## config.mk

```make
export PLATFORM = sky130hd
export DESIGN_NAME = game_stage_ctrl_flat
export DESIGN_NICKNAME = d
export VERILOG_FILES = /design/src/rtl/game_stage_ctrl_if.sv /design/src/rtl/game_stage_ctrl.sv /design/src/flat_wrapper.sv
export SDC_FILE = /design/constraint.sdc
export NUM_CORES = 1
export LEC_CHECK = 0
export BUFFER_PORTS_ARGS = -buffer_cell sky130_fd_sc_hd__buf_2
export CAP_MARGIN = 10
export CORE_MARGIN = 1.5
export CORE_UTILIZATION = 50
export CTS_CLUSTER_DIAMETER = 50
export DETAILED_ROUTE_END_ITERATION = 6
export PLACE_DENSITY = 0.8
export SLEW_MARGIN = 10
export SYNTH_ARGS = -nofsm -noshare
export SYNTH_HDL_FRONTEND = slang
export SYNTH_SLANG_ARGS = --single-unit
```

## constraint.sdc

```tcl
create_clock -name clk -period 2.85 [get_ports clk]
set_input_delay 0.285 -clock clk [delete_from_list [all_inputs] [get_ports clk]]
set_output_delay 0.285 -clock clk [all_outputs]
set_load 0.005 [all_outputs]
```

## src/rtl/game_stage_ctrl_if.sv

```systemverilog
// Link bundle between the stage sequencer and the inter-board transceivers.
// rx_* : per-peer levels from the remote boards (one bit per peer)
// tx_* : local levels broadcast to every remote board
// master modport is the sequencer side, slave modport is the transceiver side.
interface game_stage_ctrl_if #(
    parameter int unsigned NPEER = 1
) ();
    logic [NPEER-1:0] rx_connect;
    logic [NPEER-1:0] rx_start;
    logic [NPEER-1:0] rx_finish;
    logic             tx_connect;
    logic             tx_start;
    logic             tx_finish;

    modport master (
        input  rx_connect, rx_start, rx_finish,
        output tx_connect, tx_start, tx_finish
    );

    modport slave (
        output rx_connect, rx_start, rx_finish,
        input  tx_connect, tx_start, tx_finish
    );
endinterface

```

## src/rtl/game_stage_ctrl.sv

```systemverilog
// Stage sequencer for the networked Sudoku game: MENU -> COUNT -> GAME -> OVER,
// with per-peer link supervision, synchronised start countdown and winner id.
// Ports:
//   clk, reset            : clock, asynchronous active-high reset
//   mouse_left_i          : raw left button level (1 = pressed)
//   on_start_i/on_connect_i/on_return_i : cursor over the matching button
//   local_finish_i        : local puzzle solved
//   link                  : rx/tx connect/start/finish bundle (master side)
//   role_o                : 0 = master, 1 = slave
//   linked_o              : per-peer link established
//   state_o               : MENU=0, COUNT=1, GAME=2, OVER=3
//   game_init_o           : holds the game core in init (decoded from state)
//   win_o, winner_id_o    : result, valid in OVER (0 = local, i+1 = peer i)
module game_stage_ctrl #(
    parameter int unsigned NPEER     = 1,
    parameter int unsigned COUNT_CYC = 100_000_000,
    parameter int unsigned LINK_TO   = 50_000_000
) (
    input  logic              clk,
    input  logic              reset,
    input  logic              mouse_left_i,
    input  logic              on_start_i,
    input  logic              on_connect_i,
    input  logic              on_return_i,
    input  logic              local_finish_i,
    game_stage_ctrl_if.master link,
    output logic              role_o,
    output logic [NPEER-1:0]  linked_o,
    output logic [1:0]        state_o,
    output logic              game_init_o,
    output logic              win_o,
    output logic [2:0]        winner_id_o
);
    localparam int unsigned CNT_W = (COUNT_CYC > 1) ? $clog2(COUNT_CYC) : 1;
    localparam int unsigned LTO_W = $clog2(LINK_TO + 1);

    localparam logic [1:0] S_MENU  = 2'd0;
    localparam logic [1:0] S_COUNT = 2'd1;
    localparam logic [1:0] S_GAME  = 2'd2;
    localparam logic [1:0] S_OVER  = 2'd3;

    localparam logic ROLE_MASTER = 1'b0;
    localparam logic ROLE_SLAVE  = 1'b1;

    localparam logic [CNT_W-1:0] CNT_LOAD = CNT_W'(COUNT_CYC - 1);
    localparam logic [LTO_W-1:0] LTO_MAX  = LTO_W'(LINK_TO);

    logic [1:0]       state_q, state_d;
    logic             role_q, role_d;
    logic             txc_q, txc_d;
    logic             txs_q, txs_d;
    logic             txf_q, txf_d;
    logic             win_q, win_d;
    logic [2:0]       wid_q, wid_d;
    logic [CNT_W-1:0] cnt_q, cnt_d;
    logic [NPEER-1:0] linked_q, linked_d;
    logic [LTO_W-1:0] lto_q [NPEER];
    logic [LTO_W-1:0] lto_d [NPEER];
    logic             mouse_q;
    logic             click_q;

    logic             start_clk, conn_clk, ret_clk;
    logic             peer_hit;
    logic [2:0]       peer_id;

    assign start_clk = click_q & on_start_i;
    assign conn_clk  = click_q & on_connect_i;
    assign ret_clk   = click_q & on_return_i;

    // Lowest-index linked peer reporting finish.
    always_comb begin
        peer_hit = 1'b0;
        peer_id  = 3'd0;
        for (int i = 0; i < NPEER; i++) begin
            if (!peer_hit && link.rx_finish[i] && linked_q[i]) begin
                peer_hit = 1'b1;
                peer_id  = 3'(i + 1);
            end
        end
    end

    // Stage transitions, role/connect control, result capture.
    always_comb begin
        state_d = state_q;
        role_d  = role_q;
        txc_d   = txc_q;
        txf_d   = txf_q;
        win_d   = win_q;
        wid_d   = wid_q;
        cnt_d   = cnt_q;
        case (state_q)
            S_MENU: begin
                if (conn_clk) begin
                    if (txc_q) begin
                        txc_d  = 1'b0;
                        role_d = ROLE_MASTER;
                    end else begin
                        txc_d  = 1'b1;
                        role_d = (|link.rx_connect) ? ROLE_SLAVE : ROLE_MASTER;
                    end
                end
                if (role_q == ROLE_MASTER) begin
                    if (start_clk) state_d = S_COUNT;
                end else if (|(link.rx_start & linked_q)) begin
                    state_d = S_COUNT;
                end
                if (state_d == S_COUNT) cnt_d = CNT_LOAD;
            end
            S_COUNT: begin
                // A slave that lost every master link abandons the countdown.
                if (role_q == ROLE_SLAVE && linked_q == '0) state_d = S_MENU;
                else if (cnt_q == '0)                      state_d = S_GAME;
                else                                       cnt_d = cnt_q - CNT_W'(1);
            end
            S_GAME: begin
                if (local_finish_i) begin
                    state_d = S_OVER;
                    win_d   = 1'b1;
                    wid_d   = 3'd0;
                    txf_d   = 1'b1;
                end else if (peer_hit) begin
                    state_d = S_OVER;
                    win_d   = 1'b0;
                    wid_d   = peer_id;
                end
            end
            S_OVER: begin
                if (ret_clk) begin
                    state_d = S_MENU;
                    win_d   = 1'b0;
                    wid_d   = 3'd0;
                    txf_d   = 1'b0;
                end
            end
            default: state_d = S_MENU;
        endcase
        txs_d = (state_d == S_COUNT) && (role_d == ROLE_MASTER);
    end

    // Per-peer link set/timeout; dropping tx_connect wipes all link state.
    always_comb begin
        linked_d = linked_q;
        lto_d    = lto_q;
        for (int i = 0; i < NPEER; i++) begin
            if (!txc_d) begin
                lto_d[i]    = '0;
                linked_d[i] = 1'b0;
            end else begin
                if (link.rx_connect[i])     lto_d[i] = '0;
                else if (lto_q[i] != LTO_MAX) lto_d[i] = lto_q[i] + LTO_W'(1);
                if (txc_q && link.rx_connect[i]) linked_d[i] = 1'b1;
                else if (lto_d[i] == LTO_MAX)    linked_d[i] = 1'b0;
            end
        end
    end

    always_ff @(posedge clk or posedge reset) begin
        if (reset) begin
            state_q  <= S_MENU;
            role_q   <= ROLE_MASTER;
            txc_q    <= 1'b0;
            txs_q    <= 1'b0;
            txf_q    <= 1'b0;
            win_q    <= 1'b0;
            wid_q    <= 3'd0;
            cnt_q    <= '0;
            linked_q <= '0;
            lto_q    <= '{default: '0};
            mouse_q  <= 1'b0;
            click_q  <= 1'b0;
        end else begin
            state_q  <= state_d;
            role_q   <= role_d;
            txc_q    <= txc_d;
            txs_q    <= txs_d;
            txf_q    <= txf_d;
            win_q    <= win_d;
            wid_q    <= wid_d;
            cnt_q    <= cnt_d;
            linked_q <= linked_d;
            lto_q    <= lto_d;
            mouse_q  <= mouse_left_i;
            click_q  <= mouse_q & ~mouse_left_i;  // release pulse
        end
    end

    assign link.tx_connect = txc_q;
    assign link.tx_start   = txs_q;
    assign link.tx_finish  = txf_q;
    assign role_o          = role_q;
    assign linked_o        = linked_q;
    assign state_o         = state_q;
    assign win_o           = win_q;
    assign winner_id_o     = wid_q;
    assign game_init_o     = (state_q != S_GAME);
endmodule
```

## src/flat_wrapper.sv

```systemverilog
// flat-port wrapper written by rule: the top's interface ports become plain ports
module game_stage_ctrl_flat 
#(
    parameter int unsigned NPEER     = 1,
    parameter int unsigned COUNT_CYC = 100_000_000,
    parameter int unsigned LINK_TO   = 50_000_000
)
  (clk, reset, mouse_left_i, on_start_i, on_connect_i, on_return_i, local_finish_i, role_o, linked_o, state_o, game_init_o, win_o, winner_id_o, link_rx_connect, link_rx_start, link_rx_finish, link_tx_connect, link_tx_start, link_tx_finish);
  game_stage_ctrl_if #(.NPEER(NPEER)) link_i ();
  input  logic clk;
  input  logic reset;
  input  logic mouse_left_i;
  input  logic on_start_i;
  input  logic on_connect_i;
  input  logic on_return_i;
  input  logic local_finish_i;
  output logic role_o;
  output logic [NPEER-1:0] linked_o;
  output logic [1:0] state_o;
  output logic game_init_o;
  output logic win_o;
  output logic [2:0] winner_id_o;
  input wire logic [$bits(link_i.rx_connect)-1:0] link_rx_connect;
  input wire logic [$bits(link_i.rx_start)-1:0] link_rx_start;
  input wire logic [$bits(link_i.rx_finish)-1:0] link_rx_finish;
  output wire logic [$bits(link_i.tx_connect)-1:0] link_tx_connect;
  output wire logic [$bits(link_i.tx_start)-1:0] link_tx_start;
  output wire logic [$bits(link_i.tx_finish)-1:0] link_tx_finish;
  assign link_i.rx_connect = link_rx_connect;
  assign link_i.rx_start = link_rx_start;
  assign link_i.rx_finish = link_rx_finish;
  assign link_tx_connect = link_i.tx_connect;
  assign link_tx_start = link_i.tx_start;
  assign link_tx_finish = link_i.tx_finish;
  game_stage_ctrl #(.NPEER(NPEER), .COUNT_CYC(COUNT_CYC), .LINK_TO(LINK_TO)) u_core (.clk(clk), .reset(reset), .mouse_left_i(mouse_left_i), .on_start_i(on_start_i), .on_connect_i(on_connect_i), .on_return_i(on_return_i), .local_finish_i(local_finish_i), .link(link_i), .role_o(role_o), .linked_o(linked_o), .state_o(state_o), .game_init_o(game_init_o), .win_o(win_o), .winner_id_o(winner_id_o));
endmodule
```

==> results.md, run 1 <==
* Final setup slack of the worst path at 75.57 ps
* Clock buffer depth at 2
* Top cell type's share of synthesized area at roughly 44%
* Final Hold Fails at 0
* Nets at 425
* Vias per Instance at 5.671
* Slew headroom at 47.58%
* Largest net degree at the start of global routing at 65
* First-pass GRT wire length at around 13 mm
* Layout area overhead at 11.25%
* Reg2Reg Setup Slack at 80 ps
* Worst-Margin Slew at 786.3 ps
* Iter 0 DRT Violations at 90
* Dpl ws at ~52 ps
* Biggest area consumer among synthesized cells: dfrtp_1
* Diode count at 0
* CP arrival at 2990 ps
* Yosys warns at 0
* Total wire length at 7.508 mm
* Final Max Slew Viols at 0
* #FFs+latches synth at 64
* Clock sinks at 64
* Reg2reg start: u_core.cnt_q[19]
* Register area at 1603 µm²
* Yosys cell types at 56
* Initial Utilization at 52.44%
* Max-Cap Viols at 0
* Hold Crit Endpoint: u_core.mouse_q
* Post-synth top flop: dfrtp_1
* Final number of setup-violating endpoints at 0
* CP required at 3070 ps
* Core Region at 6869 µm²
* HPWL after DPL at 5.230 mm
* Total track usage at 21.56%
* Layout cell share with drive strength beyond 1 at roughly 15%
* GPL Wtd Cong at 0.8932
* Cell Area, Synth at 3602 µm²
* Tmin final at 2774 ps
* WS Path Type: reg2reg
* Worst R2R Path Depth at 7
* CTS tree: done
* Root Buffer: clkbuf_8
* Hold_sp: mouse_left_i
* Final ANT Viol Nets at 0
* Final period util at 97.35%
* Non-Filler Instances at 513
* IO buf count at 19
* Top Ports at 22
* Clock Latency Late Sink at approximately 340 ps
* Area of the multi-input gates at 1868 µm²
* Fmax at 0.3604 GHz
* WHS at about 67 ps
* Die Span Y at 87.88 µm
* H-tree depth at 3
* Post-synthesis cell count at approximately 390
* Clock slew at reported path FFs at 70 ps
* Die area at 7723 µm²
* Crit-path max FO at 17
* Number of synthesized flops with an enable pin at 0
* Commonest cells post-synth: 64 x dfrtp_1, 53 x nor2_1, 34 x nand2_1
* Crit. End Element: flip-flop
* Post-route cell area at 4008 µm²
* DRC violations left at 0
* Width of the chip at 87.88 µm
* Clock Skew at 10.32 ps
* Cell Rows at 30
* Area contributors post-synth: dfrtp_1 44%, xor2_1 8.0%, nor2_1 5.5%
* Ys async rst share at 100.0%
* Routed via count at roughly 2900
* Fillers at 584
* LEAKAGE at 1.572 nW
* Setup TNS at 0 ps
* Synth Area per Inst at 9.284 µm²
* Power per cell area at 597.9 nW/µm²
* Status: finished, final reports clean
* Wire per inst at ~15 µm
* Vias in the first global route at approximately 2900
* GRT Residual Overflow at 0
* Placed cell count at just under 500
* Register area share after synthesis at 44.46%
* Pre-antenna DRT Iters at 4
* Hold crit path type: in2reg
* Min-Delay Path Depth at 1
* Antenna violations before repair at 0
* Num CTS Buffers at 9
* R2R Path End: u_core.cnt_q[7]
* Type of origin of the critical path: flip-flop
* Most common cell in the netlist: dfrtp_1
* Maximum VDD drop at 0.0002854 V
* DP Area at 3811 µm²
[power breakdown]
group | internal [mW] | switching [mW]
clock network | 0.311 | 0.348
registers | 1.05 | 0.146
logic | 0.240 | 0.306
[how the worst max path moves through the flow]
stage | start | endpoint | slack (ps) | depth (start not counted)
6_report | u_core.cnt_q[19] | u_core.cnt_q[7] | 80 | 7
5_1_grt | u_core.cnt_q[19] | u_core.cnt_q[7] | -10 | 7
4_1_cts | u_core.cnt_q[19] | u_core.cnt_q[7] | 50 | 7
3_5_place_dp | u_core.cnt_q[19] | u_core.cnt_q[7] | 50 | 7
3_3_place_gp | u_core.cnt_q[19] | u_core.cnt_q[7] | 120 | 7
2_1_floorplan | u_core.cnt_q[3] | u_core.cnt_q[7] | 170 | 8
[stage by stage]
stage / power [mW] / utilization, %
2_1_floorplan: 1.551 / -
3_3_place_gp: 1.715 / 55.48
3_5_place_dp: 1.740 / 55.48
4_1_cts: 2.410 / 57.87
5_1_grt: 2.548 / 58.34
6_report: 2.396 / 58.34
[state kept, by name, indices dropped and copies added (netlist names)]
signal / cells
u_core.lto_q: 26
u_core.linked_o: 1
u_core.click_q: 1
u_core.role_o: 1
u_core.win_o: 1
u_core.link.tx_start: 1
u_core.link.tx_connect: 1
u_core.cnt_q: 27
u_core.link.tx_finish: 1
u_core.winner_id_o: 1
u_core.mouse_q: 1
u_core.state_o: 2
[area by class of cell]
type | count | share of cell area, %
Multi-Input combinational cell | 293 | 46.61
Sequential cell | 64 | 39.99
Timing Repair Buffer | 34 | 5.370
Clock buffer | 10 | 3.185
Tap cell | 96 | 2.997
Inverter | 10 | 0.9366
Clock inverter | 6 | 0.9054
[critical path, stage by stage, from the launching register on]
cell	delay, ps
dfrtp_1	400
or4_4	560
or4_4	450
or4_1	490
buf_6	180
o21ai_4	160
nor3_1	70
or3b_1	350
[kinds of logic (layout without fill, tap and decap cells)]
| family | after synthesis | count (layout) | synth area share, % |
|---|---|---|---|
| compound gates | 48 | 48 | 9.274 |
| xor+xnor | 48 | 48 | 11.67 |
| fa+ha+maj | 3 | 3 | 1.042 |
| buf+inv | 32 | 60 | 4.237 |
| flops | 64 | 64 | 44.46 |
| mux | 5 | 5 | 1.494 |
| other cells | 1 | 2 | 0.1041 |
| simple gates | 187 | 187 | 27.72 |
[layer usage]
| layer | routed length [µm] | GRT usage [%] |
|---|---|---|
| met1 | 3548 | 27.21 |
| met2 | 3483 | 35.11 |
| met3 | 346 | 5.938 |
| met4 | 129 | 8.514 |
| met5 | 0 | 0 |
[repair_timing]
action,4_1_cts,5_1_grt
setup endpoints to repair,0,2
setup buffers,0,1
resized for setup,0,5
hold buffers,0,0
[placed cells by master, fill, tap and decap left out, drive strengths merged, types with 7 or more instances in the layout]
cell	n
dfrtp	64
nor2	53
nand2	34
buf	34
xor2	33
nand3	20
nor3	17
xnor2	15
o21ai	14
inv	10
clkbuf	10
or4	9
nand4	8
nor4	8
o211ai	7
Note: power is estimated with default switching activity, not from simulation.
==> run 2, diff against run 1 <==
MAX_ROUTING_LAYER = met4   (was default)
==> run 2 against run 1 <==
  * Non-clock buffer count is the same
  * Critical endpoint unchanged
  * Setup slack lost 2.6 ps
  * Largest cell class unchanged
  * Power is essentially flat
  * Final cell count is the same
  * Design area is the same
  * Hold slack lost 0.72 ps
  * First-iteration DRC count grew 43%
  * Combinational power is essentially flat
  * Critical path depth is the same
  * Core utilization is the same
  * Via count shrank 0.28%
==> results.md, run 2 (synthesis results as in run 1) <==
* GRT Residual Overflow at 0
* Reg2reg start: u_core.cnt_q[19]
* Worst-Margin Slew at 785.0 ps
* Met3 usage at 6.032%
* Power per cell area at 598.0 nW/µm²
* Clock sinks at 64
* DP Area at 3811 µm²
* Register area at 1603 µm²
* First-pass GRT wire length at between 10 and 15 mm
* Root Buffer: clkbuf_8
* HPWL after DPL at between 5 and 6 mm
* Nets at 425
* Clock buffer depth at 2
* Max FFs per register at 27
* Cell Int Power at 1.597 mW
* Vias in the first global route at 2916
* Iter 0 DRT Violations at 129
* Busiest grt layer: met2
* LEAKAGE at 1.572 nW
* Final number of setup-violating endpoints at 0
* Layout area overhead at 11.25%
* Diode count at 0
* Net Sw Frac at 33.36%
* Die area at between 7000 and 8000 µm²
* Fmax at 0.3601 GHz
* M2 GR Usage at roughly 35%
* Vias per Instance at 5.655
* Critical Path Slowest Stage Cell: or4_4
* Antenna violations before repair at 0
* R2R Path End: u_core.cnt_q[7]
* Dpl ws at 51.78 ps
* Fillers at 584
* Width of the chip at slightly below 90 µm
* CP required at 3070 ps
* Routing usage on met1 at 27.15%
* Clock Latency Late Sink at 340 ps
* CP max stage delay at 570 ps
* Combinational share of power at 22.8%
* Layout cell share with drive strength beyond 1 at 15.35%
* Cell Rows at 30
* Biggest register: u_core.cnt_q
* H-tree depth at 3
* CTS tree: done
* Worst R2R Path Depth at 7
* GPL Wtd Cong at 0.9083
* Top Ports at 22
* Seq pwr share at 49.7%
* DRC violations left at 0
* Type of origin of the critical path: flip-flop
* Num CTS Buffers at 9
* Reg2Reg Setup Slack at ~73 ps
* Crit-path max FO at 17
* Most common cell after layout, fill and taps aside: dfrtp_1
* Core Region at 6869 µm²
* Crit. End Element: flip-flop
* WS Path Type: reg2reg
* Max-Cap Viols at 0
* Most frequent cells in the layout: 63 x dfrtp_1, 53 x nor2_1, 34 x nand2_1
* Total wire length at 7.494 mm
* Final Max Slew Viols at 0
* Routed via count at between 2000 and 3000
* Placed cell count at a little under 500
* Initial Utilization at 52.44%
* Total track usage at approximately 22%
* Final ANT Viol Nets at 0
* CP arrival at roughly 3000 ps
* Area of the multi-input gates at 1868 µm²
* Status: finished, final reports clean
* Clock slew at reported path FFs at about 70 ps
* Clock power share at 27.5%
* Wire per inst at 14.61 µm
* Final Hold Fails at 0
* Tmin final at around 2800 ps
* Non-Filler Instances at 513
* Hold crit path type: in2reg
* Most frequent CP cell: or4_4
* IO buf count at 19
* Worst setup path endpoint: u_core.cnt_q[7]
* Final setup slack of the worst path at 72.99 ps
* Slew headroom at between 40% and 50%
* Final period util at a little over nine tenths
* Die Span Y at 87.88 µm
* CP Launch Point: u_core.cnt_q[19]
* Setup TNS at 0 ps
* Largest net degree at the start of global routing at 65
* Clock Skew at 10.44 ps
* Pre-antenna DRT Iters at 4
* Post-route cell area at between 4000 and 5000 µm²
* Worst-path cell chain: or4_4 > or4_4 > or4_1 > buf_6 > o21ai_4 > nor3_1 > or3b_1
* Maximum VDD drop at 0.0002852 V
* Switch Pwr at 0.7995 mW
run 2: cell counts in the layout (fill, tap and decap cells not counted):
Identical to the previous run, type by type.
run 2: what timing repair did:
action | CTS | global route
setup endpoints to repair | 0 | 2
buffers inserted | 0 | 1
resized for setup | 0 | 5
hold buffers | 0 | 0
run 2: how the worst min path moves through the flow:
stage | to | cells past startpoint | startpoint
floorplan | u_core.mouse_q | 0 | mouse_left_i
global placement | u_core.mouse_q | 1 | mouse_left_i
detailed placement | u_core.mouse_q | 1 | mouse_left_i
CTS | u_core.mouse_q | 1 | mouse_left_i
global route | u_core.mouse_q | 1 | mouse_left_i
finish | u_core.mouse_q | 1 | mouse_left_i
run 2: final cells by class:
| type | instances | area share, % |
|---|---|---|
| well taps | 96 | 2.997 |
| inverters | 10 | 0.9366 |
| clock inverters | 6 | 0.9054 |
| clock buffers | 10 | 3.185 |
| repair buffers | 34 | 5.370 |
| multi-input cells | 293 | 46.61 |
| flip-flops and latches | 64 | 39.99 |
run 2: power by group through the flow:
stage | registers, mW | clock network [mW] | logic, mW
floorplan | 1.17 | 0 | 0.378
detailed placement | 1.21 | 0 | 0.534
global route | 1.21 | 0.719 | 0.615
finish | 1.19 | 0.658 | 0.547
CTS | 1.19 | 0.682 | 0.539
global placement | 1.20 | 0 | 0.518
run 2: per-layer routing:
metal	vias to the layer above	part of all wire [%]	wire (µm)
met4	0	1.7	129
met2	68	47	3503
met1	1403	47	3501
met3	13	4.8	360
li1	1417	-	-
met5	-	0	0
run 2: critical path, delay by kind of cell, from the launching register on:
family                 cells  cell delay (ps)
buffers and inverters      1              180
flip-flops                 1              400
AO/OA/AOI/OAI              1              160
AND/OR/NAND/NOR            5             1930
run 2: through the flow:
step	hold slack (ps)	util [%]	power (mW)
final	66.31	58.34	2.396
after global routing	45.75	58.34	2.548
after CTS	49.39	57.87	2.410
after detailed placement	414.0	55.48	1.740
after global placement	410.9	55.48	1.715
after floorplan	316.4	-	1.551
